### src/rtl/autoconfig_pkg.sv
// Shared AUTOCONFIG constants: register offsets, config page, Zorro II window, size codes.
// Latency: n/a (constants and a pure helper function).
// Backpressure: n/a.
package autoconfig_pkg;

    // Word offsets (A7:1) inside the $E8xxxx configuration page
    localparam logic [6:0] OFS_TYPE_HI = 7'h00;
    localparam logic [6:0] OFS_TYPE_LO = 7'h01;
    localparam logic [6:0] OFS_PROD_HI = 7'h02;
    localparam logic [6:0] OFS_PROD_LO = 7'h03;
    localparam logic [6:0] OFS_BASE_HI = 7'h24;
    localparam logic [6:0] OFS_BASE_LO = 7'h25;
    localparam logic [6:0] OFS_SHUTUP  = 7'h26;

    localparam logic [7:0] CFG_PAGE  = 8'hE8;
    localparam logic [7:0] ZII_START = 8'h20;
    localparam logic [7:0] ZII_END   = 8'hA0;

    // er_Type[2:0]; code 0 is 8 MB, which cannot fit in the Zorro II window
    typedef enum logic [2:0] {
        SZ_8M   = 3'd0,
        SZ_64K  = 3'd1,
        SZ_128K = 3'd2,
        SZ_256K = 3'd3,
        SZ_512K = 3'd4,
        SZ_1M   = 3'd5,
        SZ_2M   = 3'd6,
        SZ_4M   = 3'd7
    } size_code_t;

    // Board size in 64 KB units; zero for the unplaceable 8 MB code
    function automatic logic [8:0] size_units(input size_code_t code);
        size_units = (code == SZ_8M) ? 9'd0 : (9'd1 << (code - 3'd1));
    endfunction

endpackage

### src/rtl/zorro_bus_cycle.sv
// One Zorro II word bus cycle (read or nibble write) with DTACK timeout.
// Latency: 4 clocks B_ADDR..B_END when DTACK is registered in the first wait clock.
// Backpressure: req is only accepted while idle; ack pulses in B_END, timeout qualifies it.
module zorro_bus_cycle
    import autoconfig_pkg::*;
#(
    parameter int TIMEOUT = 64
) (
    input  logic        MB_CLK,
    input  logic        RESET,
    input  logic        req,
    input  logic        rw,
    input  logic [22:0] addr,
    input  logic [3:0]  wdata,
    output logic        ack,
    output logic        timeout,
    output logic [3:0]  rdata,
    output logic [22:0] host_addr,
    output logic        host_as,
    output logic        host_uds,
    output logic        host_lds,
    output logic        host_rw,
    output logic [3:0]  data_out,
    output logic        data_oe,
    input  logic [3:0]  data_in,
    input  logic        dtack
);

    localparam int CW = $clog2(TIMEOUT + 1);

    typedef enum logic [2:0] {B_IDLE, B_ADDR, B_STROBE, B_WAIT, B_END} bus_state_t;

    bus_state_t    state, state_d;
    logic [CW-1:0] wait_cnt;
    logic          dtack_q;
    logic          tmo_q;
    logic [3:0]    rdata_q;
    logic          strobe_d;

    assign ack      = (state == B_END);
    assign timeout  = tmo_q;
    assign rdata    = rdata_q;
    assign strobe_d = (state_d == B_STROBE) || (state_d == B_WAIT);

    // Next bus phase: fixed address/strobe steps, then wait for DTACK or the timeout
    always_comb begin
        state_d = state;
        case (state)
            B_IDLE:   if (req) state_d = B_ADDR;
            B_ADDR:   state_d = B_STROBE;
            B_STROBE: state_d = B_WAIT;
            B_WAIT:   if (!dtack_q || wait_cnt == CW'(TIMEOUT - 1)) state_d = B_END;
            B_END:    state_d = B_IDLE;
            default:  state_d = B_IDLE;
        endcase
    end

    // Bus phase register plus registered pin drivers; reset forces strobes high and OE low at once
    always_ff @(posedge MB_CLK or negedge RESET) begin
        if (!RESET) begin
            state     <= B_IDLE;
            wait_cnt  <= '0;
            dtack_q   <= 1'b1;
            tmo_q     <= 1'b0;
            rdata_q   <= 4'h0;
            host_addr <= 23'h0;
            host_as   <= 1'b1;
            host_uds  <= 1'b1;
            host_lds  <= 1'b1;
            host_rw   <= 1'b1;
            data_out  <= 4'h0;
            data_oe   <= 1'b0;
        end else begin
            state    <= state_d;
            dtack_q  <= dtack;
            wait_cnt <= (state == B_WAIT) ? wait_cnt + 1'b1 : '0;
            if (state == B_WAIT && state_d == B_END) begin
                tmo_q <= dtack_q;
                if (!dtack_q) rdata_q <= data_in;
            end
            host_as  <= !strobe_d;
            host_uds <= !strobe_d;
            // Nibble writes land on D15:12 only, so LDS stays off for writes
            host_lds <= !(strobe_d && host_rw);
            if (state == B_IDLE && req) begin
                host_addr <= addr;
                host_rw   <= rw;
                data_out  <= wdata;
                data_oe   <= !rw;
            end else if (state_d == B_IDLE) begin
                host_addr <= 23'h0;
                host_rw   <= 1'b1;
                data_out  <= 4'h0;
                data_oe   <= 1'b0;
            end
        end
    end

endmodule

### src/rtl/autoconfig_host.sv
// Zorro II AUTOCONFIG initiator: probes $E8 boards, assigns aligned bases or shuts them up.
// Latency: START to HOST_AS low is 3 clocks; one report per board, DONE at chain end.
// Backpressure: START is ignored while BUSY; each step waits on the bus cycle ack.
module autoconfig_host
    import autoconfig_pkg::*;
#(
    parameter int TIMEOUT    = 64,
    parameter int MAX_BOARDS = 8
) (
    input  logic        MB_CLK,
    input  logic        RESET,
    input  logic        START,
    output logic        BUSY,
    output logic        DONE,
    output logic        ERR,
    output logic [3:0]  BOARD_COUNT,
    output logic        CFG_VALID,
    output logic [7:0]  CFG_BASE,
    output logic [2:0]  CFG_SIZE,
    output logic [7:0]  CFG_PRODUCT,
    output logic        CFG_SHUTUP,
    output logic [22:0] HOST_ADDR,
    output logic        HOST_AS,
    output logic        HOST_UDS,
    output logic        HOST_LDS,
    output logic        HOST_RW,
    output logic [3:0]  DATA_OUT,
    output logic        DATA_OE,
    input  logic [3:0]  DATA_IN,
    input  logic        DTACK
);

    typedef enum logic [2:0] {
        S_IDLE, S_PROBE, S_DECIDE, S_WR_LO, S_WR_HI, S_WR_SHUT, S_REPORT, S_FINISH
    } state_t;

    state_t     state, state_d;
    logic [1:0] probe_idx;
    logic [15:0] nibs;
    logic [7:0] nf;
    logic       err_q;
    logic [3:0] count_q;

    logic       bus_req, bus_rw, bus_ack, bus_tmo;
    logic [6:0] bus_ofs;
    logic [3:0] bus_wdata, bus_rdata;

    size_code_t code;
    logic [8:0] units, nb_calc, end_calc;
    logic       dec_shut;

    assign code        = size_code_t'(nibs[10:8]);
    assign BUSY        = (state != S_IDLE);
    assign DONE        = (state == S_FINISH);
    assign CFG_VALID   = (state == S_REPORT);
    assign ERR         = err_q;
    assign BOARD_COUNT = count_q;

    // Placement: round the free pointer up to the board's natural alignment and test the fit
    always_comb begin
        units    = size_units(code);
        nb_calc  = ({1'b0, nf} + units - 9'd1) & ~(units - 9'd1);
        end_calc = nb_calc + units;
        dec_shut = (nibs[15:14] != 2'b11) || (code == SZ_8M) || (end_calc > {1'b0, ZII_END});
    end

    // Enumeration sequencing and bus request generation
    always_comb begin
        state_d   = state;
        bus_req   = 1'b0;
        bus_rw    = 1'b1;
        bus_ofs   = OFS_TYPE_HI;
        bus_wdata = 4'h0;
        case (state)
            S_IDLE: if (START) state_d = S_PROBE;
            S_PROBE: begin
                bus_req = 1'b1;
                bus_ofs = OFS_TYPE_HI + 7'(probe_idx);
                if (bus_ack) begin
                    if (bus_tmo)                 state_d = S_FINISH;
                    else if (probe_idx == 2'd3)  state_d = S_DECIDE;
                end
            end
            S_DECIDE: state_d = dec_shut ? S_WR_SHUT : S_WR_LO;
            S_WR_LO: begin
                bus_req   = 1'b1;
                bus_rw    = 1'b0;
                bus_ofs   = OFS_BASE_LO;
                bus_wdata = CFG_BASE[3:0];
                if (bus_ack) state_d = bus_tmo ? S_FINISH : S_WR_HI;
            end
            S_WR_HI: begin
                bus_req   = 1'b1;
                bus_rw    = 1'b0;
                bus_ofs   = OFS_BASE_HI;
                bus_wdata = CFG_BASE[7:4];
                if (bus_ack) state_d = bus_tmo ? S_FINISH : S_REPORT;
            end
            S_WR_SHUT: begin
                bus_req = 1'b1;
                bus_rw  = 1'b0;
                bus_ofs = OFS_SHUTUP;
                if (bus_ack) state_d = bus_tmo ? S_FINISH : S_REPORT;
            end
            S_REPORT: state_d = (count_q == 4'(MAX_BOARDS - 1)) ? S_FINISH : S_PROBE;
            S_FINISH: state_d = S_IDLE;
            default:  state_d = S_IDLE;
        endcase
    end

    // State register and per-board datapath: nibble capture, placement, status
    always_ff @(posedge MB_CLK or negedge RESET) begin
        if (!RESET) begin
            state       <= S_IDLE;
            probe_idx   <= 2'd0;
            nibs        <= 16'h0;
            nf          <= 8'h0;
            err_q       <= 1'b0;
            count_q     <= 4'h0;
            CFG_BASE    <= 8'h0;
            CFG_SIZE    <= 3'h0;
            CFG_PRODUCT <= 8'h0;
            CFG_SHUTUP  <= 1'b0;
        end else begin
            state <= state_d;
            case (state)
                S_IDLE: if (START) begin
                    err_q     <= 1'b0;
                    count_q   <= 4'h0;
                    nf        <= ZII_START;
                    probe_idx <= 2'd0;
                end
                S_PROBE: if (bus_ack) begin
                    // Silence on the first read is a normal empty chain, not an error
                    if (bus_tmo) begin
                        if (probe_idx != 2'd0) err_q <= 1'b1;
                    end else begin
                        nibs      <= {nibs[11:0], bus_rdata};
                        probe_idx <= probe_idx + 2'd1;
                    end
                end
                S_DECIDE: begin
                    CFG_SIZE    <= code;
                    CFG_PRODUCT <= ~nibs[7:0];
                    CFG_SHUTUP  <= dec_shut;
                    CFG_BASE    <= dec_shut ? 8'h0 : nb_calc[7:0];
                    if (!dec_shut) nf <= end_calc[7:0];
                end
                S_WR_LO, S_WR_HI, S_WR_SHUT: if (bus_ack && bus_tmo) err_q <= 1'b1;
                S_REPORT: count_q <= count_q + 4'h1;
                default: ;
            endcase
        end
    end

    zorro_bus_cycle #(.TIMEOUT(TIMEOUT)) u_bus (
        .MB_CLK    (MB_CLK),
        .RESET     (RESET),
        .req       (bus_req),
        .rw        (bus_rw),
        .addr      ({CFG_PAGE, 8'h00, bus_ofs}),
        .wdata     (bus_wdata),
        .ack       (bus_ack),
        .timeout   (bus_tmo),
        .rdata     (bus_rdata),
        .host_addr (HOST_ADDR),
        .host_as   (HOST_AS),
        .host_uds  (HOST_UDS),
        .host_lds  (HOST_LDS),
        .host_rw   (HOST_RW),
        .data_out  (DATA_OUT),
        .data_oe   (DATA_OE),
        .data_in   (DATA_IN),
        .dtack     (DTACK)
    );

endmodule

### config.mk
export PLATFORM = sky130hd
export DESIGN_NAME = autoconfig_host
export DESIGN_NICKNAME = d
export VERILOG_FILES = /design/src/rtl/autoconfig_pkg.sv /design/src/rtl/zorro_bus_cycle.sv /design/src/rtl/autoconfig_host.sv
export SDC_FILE = /design/constraint.sdc
export NUM_CORES = 1
export LEC_CHECK = 0
export CAP_MARGIN = 20
export CORE_MARGIN = 2
export CORE_UTILIZATION = 41
export DETAILED_ROUTE_END_ITERATION = 12
export GPL_TIMING_DRIVEN = 0
export SYNTH_ARGS = -nofsm -noshare
export SYNTH_HDL_FRONTEND = slang
export SYNTH_HIERARCHICAL = 1
export SYNTH_SLANG_ARGS = --single-unit
export TNS_END_PERCENT = 100
### constraint.sdc
create_clock -name MB_CLK -period 4.4 [get_ports MB_CLK]
set_input_delay 0.66 -clock MB_CLK [delete_from_list [all_inputs] [get_ports MB_CLK]]
set_output_delay 0.66 -clock MB_CLK [all_outputs]
set_load 0.02 [all_outputs]
==> reports/results.txt, run 1 <==
Count of endpoints failing setup in the final report: 18
Maximum buffer depth of the clock tree: 2
Skew-Pair Late Insertion Delay: 0.34 ns
Post-DRT Antenna Nets: 0
Pin slew with the least headroom to its limit: 0.654 ns
Static leakage: 3.16 nW
CORE AREA: 12600 µm²
Final HPWL DP: 9010 µm
Setup ws final: -0.156 ns
Die Outline Area: 13700 µm²
Antenna fix cells: 0
Worst vdd rail ir drop: 0.341 mV
Sequential share of the synthesized area: 47.4%
Share of post-route cells with drive strength above 1: 17.8%
Final wirelength: 12300 µm
Initial DRC Count: 279
Routability congestion estimate: 0.836
Highest fanout seen on the critical path: 5
Final global-route overflow total: 0
Footprint of the multi-input gates: 2710 µm²
Number of CTS-inserted buffers: 9
Overall routing resource usage: 19.1%
Power density relative to cell area: 631 nW/µm²
Worst clock skew: 0.00455 ns
Total number of nets in the final design: 652
Via count of the first global-routing pass: 3942
Area of the mapped netlist: 5240 µm²
Area overhead of the layout relative to synthesis: 30.1%
Total number of vias: 4111
Final critical path time including I/O delays and setup: 4.56 ns
Top Ports: 68
Kind of start point of the critical path: register
Reg clk slew, reported paths: 0.07 ns
Total count of hold-check failures in the final report: 0
Unrepaired setup endpoints after global routing: true
PnR Total Power: 0.00430 W
#FFs+latches synth: 99
Drt wl/cell: 15.5 µm
Worst hold-check path type: primary input to async pin
Pin count of the biggest net entering global routing: 60
Height of the die: 117 µm
Fmax: 220 MHz
Synth async-reset ratio: 100%
Run status: finished with violations
Drc violations: 0
CP Capture Type: register
Number of enable-type register cells in the synthesized netlist: 0
Post-Synthesis Cells: 503
CTS Root Cell: clkbuf_16
Area of placed instances: 6260 µm²
Main synth FF type: dfrtp_1
Horiz. Die Dim: 117 µm
Pins over their slew limit: 0
Clock tree sinks: 99
Worst EP arrival: 4.79 ns
Part of the cycle the worst path needs: 104%
Failing checks: negative setup slack
Footprint of the flip-flops and latches: 2480 µm²
Mapped Avg Cell Area: 10.4 µm²
First-pass GRT wire length: 20300 µm
Input/output buffers: 67
Required time of the worst setup path: 4.64 ns
Non-Filler Cell Area, Final: 6820 µm²
Headroom to the max-slew limit: 56.4%
CTS tree: done
Detailed-routing iteration count for the pre-antenna-repair pass: 6
Vias per inst: 5.18
Number of antenna violations at the first check in global routing: 0
Number of warnings printed during yosys synthesis: 6
Number of library cell types mapped by synthesis: 72
Hold-fix buffer count after cts: 0
Row count: 41
# H-tree levels: 3
# Max-Cap Violations: 0
Layout filler cell count: 1107
Type of the worst setup path: register to register
Initial standard-cell utilization of the core: 41.7%
[sequential cells by signal (all words and copies together) (netlist names), 4 cells and up]
register         count
u_bus/rdata          4
nf                   8
CFG_PRODUCT          8
CFG_BASE             8
u_bus/host_addr     23
u_bus/wait_cnt       7
BOARD_COUNT          4
nibs                14
u_bus/data_out       4
[final cells by class]
class	count	share of cell area [%]
tap	172	3.16
clock inverter	5	0.899
buffer	23	1.91
clock buffer	11	3.41
inverter	42	2.35
timing repair buffer	85	12.1
sequential	99	36.4
multi-input combinational	357	39.7
[power breakdown]
| part | switching (W) | internal [W] |
|---|---|---|
| clock network | 0.000349 | 0.000446 |
| logic | 0.00113 | 0.000956 |
| registers | 0.000215 | 0.00120 |
| total | 0.00170 | 0.00261 |
[Yosys cell counts, types with 6 or more instances]
cell / number / area share (%)
dfrtp_1: 95 / 45
nand2_1: 52 / 3.7
inv_1: 41 / 2.9
a22o_1: 35 / 5.8
o21ai_0: 27 / 2.6
ha_1: 26 / 6.2
nor2_1: 21 / 1.5
a21oi_1: 16 / 1.5
mux2_2: 15 / 3.2
clkbuf_1: 13 / 0.93
nand3_1: 11 / 1.1
or3_1: 9 / 1.1
and2_1: 8 / 0.95
a21o_1: 7 / 1.0
nor3_1: 7 / 0.67
xnor2_1: 7 / 1.2
buf_2: 6 / 0.57
[kinds of logic after synthesis]
group,synth area share (%)
xor+xnor,2.01
other cells,0.143
flops,47.4
mux,4.34
fa+ha+maj,6.59
compound gates,20.4
buf+inv,5.44
simple gates,13.7
[final timing paths]
check | start | to | slack [ns] | cells after the start
min in group MB_CLK | u_bus/host_rw$_DFFE_PN1P_ | u_bus/host_lds$_DFF_PN1_ | 0.48 | 1
max in group asynchronous | RESET | CFG_PRODUCT[6]$_DFFE_PN0P_ | 3.42 | 2
worst max register to register | nibs[8]$_DFFE_PN0P_ | nf[3]$_DFFE_PN0P_ | -0.16 | 20
worst min-delay path | RESET | BOARD_COUNT[3]$_DFFE_PN0P_ | 0.30 | 1
worst min register to register | u_bus/host_rw$_DFFE_PN1P_ | u_bus/host_lds$_DFF_PN1_ | 0.48 | 1
worst max-delay path | nibs[8]$_DFFE_PN0P_ | nf[3]$_DFFE_PN0P_ | -0.16 | 20
[critical path, cell delays in order, from the launching register on]
cell and delay [ns]:
dfrtp_1 0.42, or3b_4 0.44, ha_4 0.29, inv_4 0.04
ha_4 0.15, fa_2 0.36, a21o_1 0.18, a21oi_2 0.16
xnor2_1 0.17, and3_4 0.24, ha_4 0.20, a21o_1 0.16
or4_4 0.43, nand3_4 0.11, nor2_1 0.04, a31oi_1 0.18
mux2i_2 0.26, buf_4 0.15, a21oi_4 0.05, buf_6 0.18
a32o_1 0.24
[through the flow]
stage               utilization [%]  instances  setup slack (ns)  TNS, ns  hold WS, ns
finish                         54.2        794            -0.156    -1.81        0.298
global route                   54.2        794            -0.281    -4.22        0.340
CTS                            53.4        790            -0.110    -1.21        0.316
detailed placement             49.8        762            -0.512    -8.24        0.466
global placement               49.6        761             -1.11  -112.16        0.466
floorplan                         -        522            0.0174        0        0.364
[cell usage in the layout, fill, tap and decap left out, drive strengths merged, types with 5 or more instances in the layout]
| master | count |
|---|---|
| buf | 28 |
| and3 | 5 |
| nand2 | 52 |
| a21oi | 18 |
| nand3b | 6 |
| o21ai | 34 |
| xnor2 | 7 |
| or3 | 9 |
| and2 | 9 |
| nand3 | 13 |
| a21o | 7 |
| a31oi | 5 |
| inv | 43 |
| dfrtp | 95 |
| nor2 | 24 |
| ha | 26 |
| conb | 21 |
| a32o | 5 |
| clkdlybuf4s50 | 66 |
| xor2 | 5 |
| nor3 | 7 |
| a22o | 35 |
| mux2 | 19 |
| clkbuf | 25 |
[repair_timing]
| item | CTS | global route |
|---|---|---|
| endpoints found under the setup margin | 19 | 19 |
| endpoints found under the hold margin | 0 | 0 |
| gates cloned | 1 | 0 |
| gates resized for setup | 15 | 22 |
| buffers inserted | 11 | 4 |
| pin swaps | 10 | 13 |
[per-layer routing]
| layer | vias up | share of wire [%] | GRT usage (%) | routed length, µm |
|---|---|---|---|---|
| met1 | 1996 | 50 | 27.6 | 6170 |
| met5 | - | 0 | 0 | 0 |
| li1 | 2010 | - | - | - |
| met2 | 87 | 44 | 29.0 | 5460 |
| met3 | 18 | 3.5 | 3.09 | 426 |
| met4 | 0 | 1.9 | 6.90 | 237 |
No activity file was read; power rests on OpenSTA's default activity.
==> run 2: changes to the inputs <==
==> constraint.sdc (replaced) <==
create_clock -name MB_CLK -period 5.7 [get_ports MB_CLK]
set_input_delay 0.855 -clock MB_CLK [delete_from_list [all_inputs] [get_ports MB_CLK]]
set_output_delay 0.855 -clock MB_CLK [all_outputs]
set_load 0.01 [all_outputs]
==> run 2 against run 1 <==
The run now ends clean. Flip-flop and latch count stayed put. Critical path depth up 1. Utilization is 2.6 points lower.
==> reports/results.txt, run 2 (synthesis results as in run 1) <==
Run status: finished clean
Register-to-Register Path Depth: 21
Registers with the highest flip-flop counts: u_bus/host_addr (23), nibs (14)
Die Outline Area: 13700 µm²
CTS tree: done
Final global-route overflow total: 0
Share of post-route cells with drive strength above 1: 11.5%
Via count of the first global-routing pass: 3894
Power density relative to cell area: 469 nW/µm²
CORE AREA: 12600 µm²
Skew-Pair Late Insertion Delay: 0.35 ns
CTS Root Cell: clkbuf_16
Routability congestion estimate: 0.849
Non-Filler Cell Area, Final: 6490 µm²
Hold-fix buffer count after cts: 0
Type of the worst setup path: register to register
Top Ports: 68
Post-CTS sizing: 0
Final HPWL DP: 9030 µm
Destination of the critical timing path: nf[3]$_DFFE_PN0P_
Count of endpoints failing setup in the final report: 0
Row count: 41
Pin count of the biggest net entering global routing: 54
Maximum buffer depth of the clock tree: 2
Input/output buffers: 67
Largest Register: u_bus/host_addr
Worst hold-check path type: register to register
Max FFs per register: 23
Worst clock skew: 0.00595 ns
Critical path launch point: nibs[10]$_DFFE_PN0P_
Initial standard-cell utilization of the core: 41.7%
CP Capture Type: register
Final wirelength: 12000 µm
Post-CTS setup buffer count: 0
Vias per inst: 5.16
Final critical path time including I/O delays and setup: 5.05 ns
Pins over their slew limit: 0
Drt wl/cell: 15.4 µm
Total count of hold-check failures in the final report: 0
Pin slew with the least headroom to its limit: 0.706 ns
Detailed-routing iteration count for the pre-antenna-repair pass: 4
Highest fanout seen on the critical path: 10
Share of the core filled with cells in the final layout: 51.7%
Worst-case register-to-register setup slack: 0.65 ns
Part of the cycle the worst path needs: 88.5%
Drc violations: 0
Area overhead of the layout relative to synthesis: 23.9%
Number of CTS-inserted buffers: 9
Clock tree sinks: 99
Fmax: 198 MHz
Worst EP arrival: 5.29 ns
Unrepaired setup endpoints after global routing: false
Reg-to-reg critical path endpoint: nf[3]$_DFFE_PN0P_
Total negative slack: 0 ns
Height of the die: 117 µm
Reg clk slew, reported paths: 0.07 ns
Required time of the worst setup path: 5.94 ns
Total number of vias: 4023
Number of antenna violations at the first check in global routing: 0
# H-tree levels: 3
Area of placed instances: 6220 µm²
# Max-Cap Violations: 0
Horiz. Die Dim: 117 µm
Post-DRT Antenna Nets: 0
Initial DRC Count: 174
Overall routing resource usage: 19.0%
Kind of start point of the critical path: register
Worst r2r src: nibs[10]$_DFFE_PN0P_
Static leakage: 3.00 nW
First-pass GRT wire length: 20000 µm
Antenna fix cells: 0
Most frequent standard cell in the layout excluding fill and tap cells: dfrtp_1
Worst vdd rail ir drop: 0.235 mV
Top library cells by usage in the layout, fill and taps aside: dfrtp_1 (95), clkdlybuf4s50_1 (66), nand2_1 (52)
Headroom to the max-slew limit: 53.0%
Total number of nets in the final design: 637
run 2: cell types whose count changed in the layout (fill, tap and decap cells not counted), moves of 2 or more:
cell,delta
nand2_4,-3
ha_4,-3
buf_4,-14
clkbuf_1,+2
nand2_1,+6
buf_6,-3
ha_1,+4
nand2_2,-3
buf_2,+2
nand3_1,+2
nor2_4,-2
clkinvlp_4,+2
run 2: critical path, cell delays in order, from the launching register on:
cell and delay, ns:
dfrtp_1 0.37, buf_6 0.13, clkbuf_1 0.22, nor2_1 0.34, inv_1 0.08, ha_1 0.28, inv_1 0.06, fa_1 0.48
a21o_1 0.18, a21oi_1 0.21, xnor2_1 0.13, and3_1 0.22, ha_1 0.29, a21o_1 0.18, or4_1 0.39, nand3_1 0.15
nor2_1 0.07, a31oi_1 0.22, mux2i_2 0.38, a21oi_4 0.11, buf_6 0.17, a32o_1 0.26
run 2: cell type report:
cell class	count	area, µm²
multi-input cells	357	2540
repair buffers	69	701
clock buffers	12	236
clock inverters	4	28.8
plain buffers	24	128
inverters	42	158
fillers	1175	6070
well taps	172	215
flip-flops and latches	99	2480
run 2: per-layer routing:
metal	track usage [%]	wire length, µm	vias to the layer above
met2	29.5	5380	83
met3	3.45	453	16
met4	7.53	251	0
met1	26.6	5930	1945
li1	-	-	1979
met5	0	0	-
run 2: worst min-delay path by stage:
stage | from | endpoint | slack [ns] | cells past startpoint
6_report | u_bus/rdata[1]$_DFFE_PN0P_ | u_bus/rdata[1]$_DFFE_PN0P_ | 0.48 | 1
5_1_grt | u_bus/host_rw$_DFFE_PN1P_ | u_bus/host_lds$_DFF_PN1_ | 0.50 | 1
4_1_cts | u_bus/host_rw$_DFFE_PN1P_ | u_bus/host_lds$_DFF_PN1_ | 0.49 | 1
3_5_place_dp | CFG_SIZE[0]$_DFFE_PN0P_ | CFG_SIZE[0]$_DFFE_PN0P_ | 0.47 | 2
3_3_place_gp | u_bus/rdata[2]$_DFFE_PN0P_ | u_bus/rdata[2]$_DFFE_PN0P_ | 0.47 | 1
2_1_floorplan | nibs[0]$_DFFE_PN0P_ | CFG_PRODUCT[0]$_DFFE_PN0P_ | 0.45 | 1
run 2: metrics by stage:
stage / cells / setup slack (ns) / hold WS [ns] / power [W]
6_report: 779 / 0.653 / 0.483 / 0.00305
5_1_grt: 779 / 0.352 / 0.495 / 0.00328
3_3_place_gp: 761 / 0.0856 / 0.467 / 0.00247
3_5_place_dp: 762 / 0.647 / 0.470 / 0.00251
4_1_cts: 778 / 0.627 / 0.490 / 0.00308
2_1_floorplan: 522 / 1.12 / 0.452 / 0.00193
run 2: power by group:
part / switching, W / internal, W / total (W)
sequential: 0.000162 / 0.000930 / 0.00109
combinational: 0.000712 / 0.000679 / 0.00139
clock: 0.000266 / 0.000297 / 0.000564
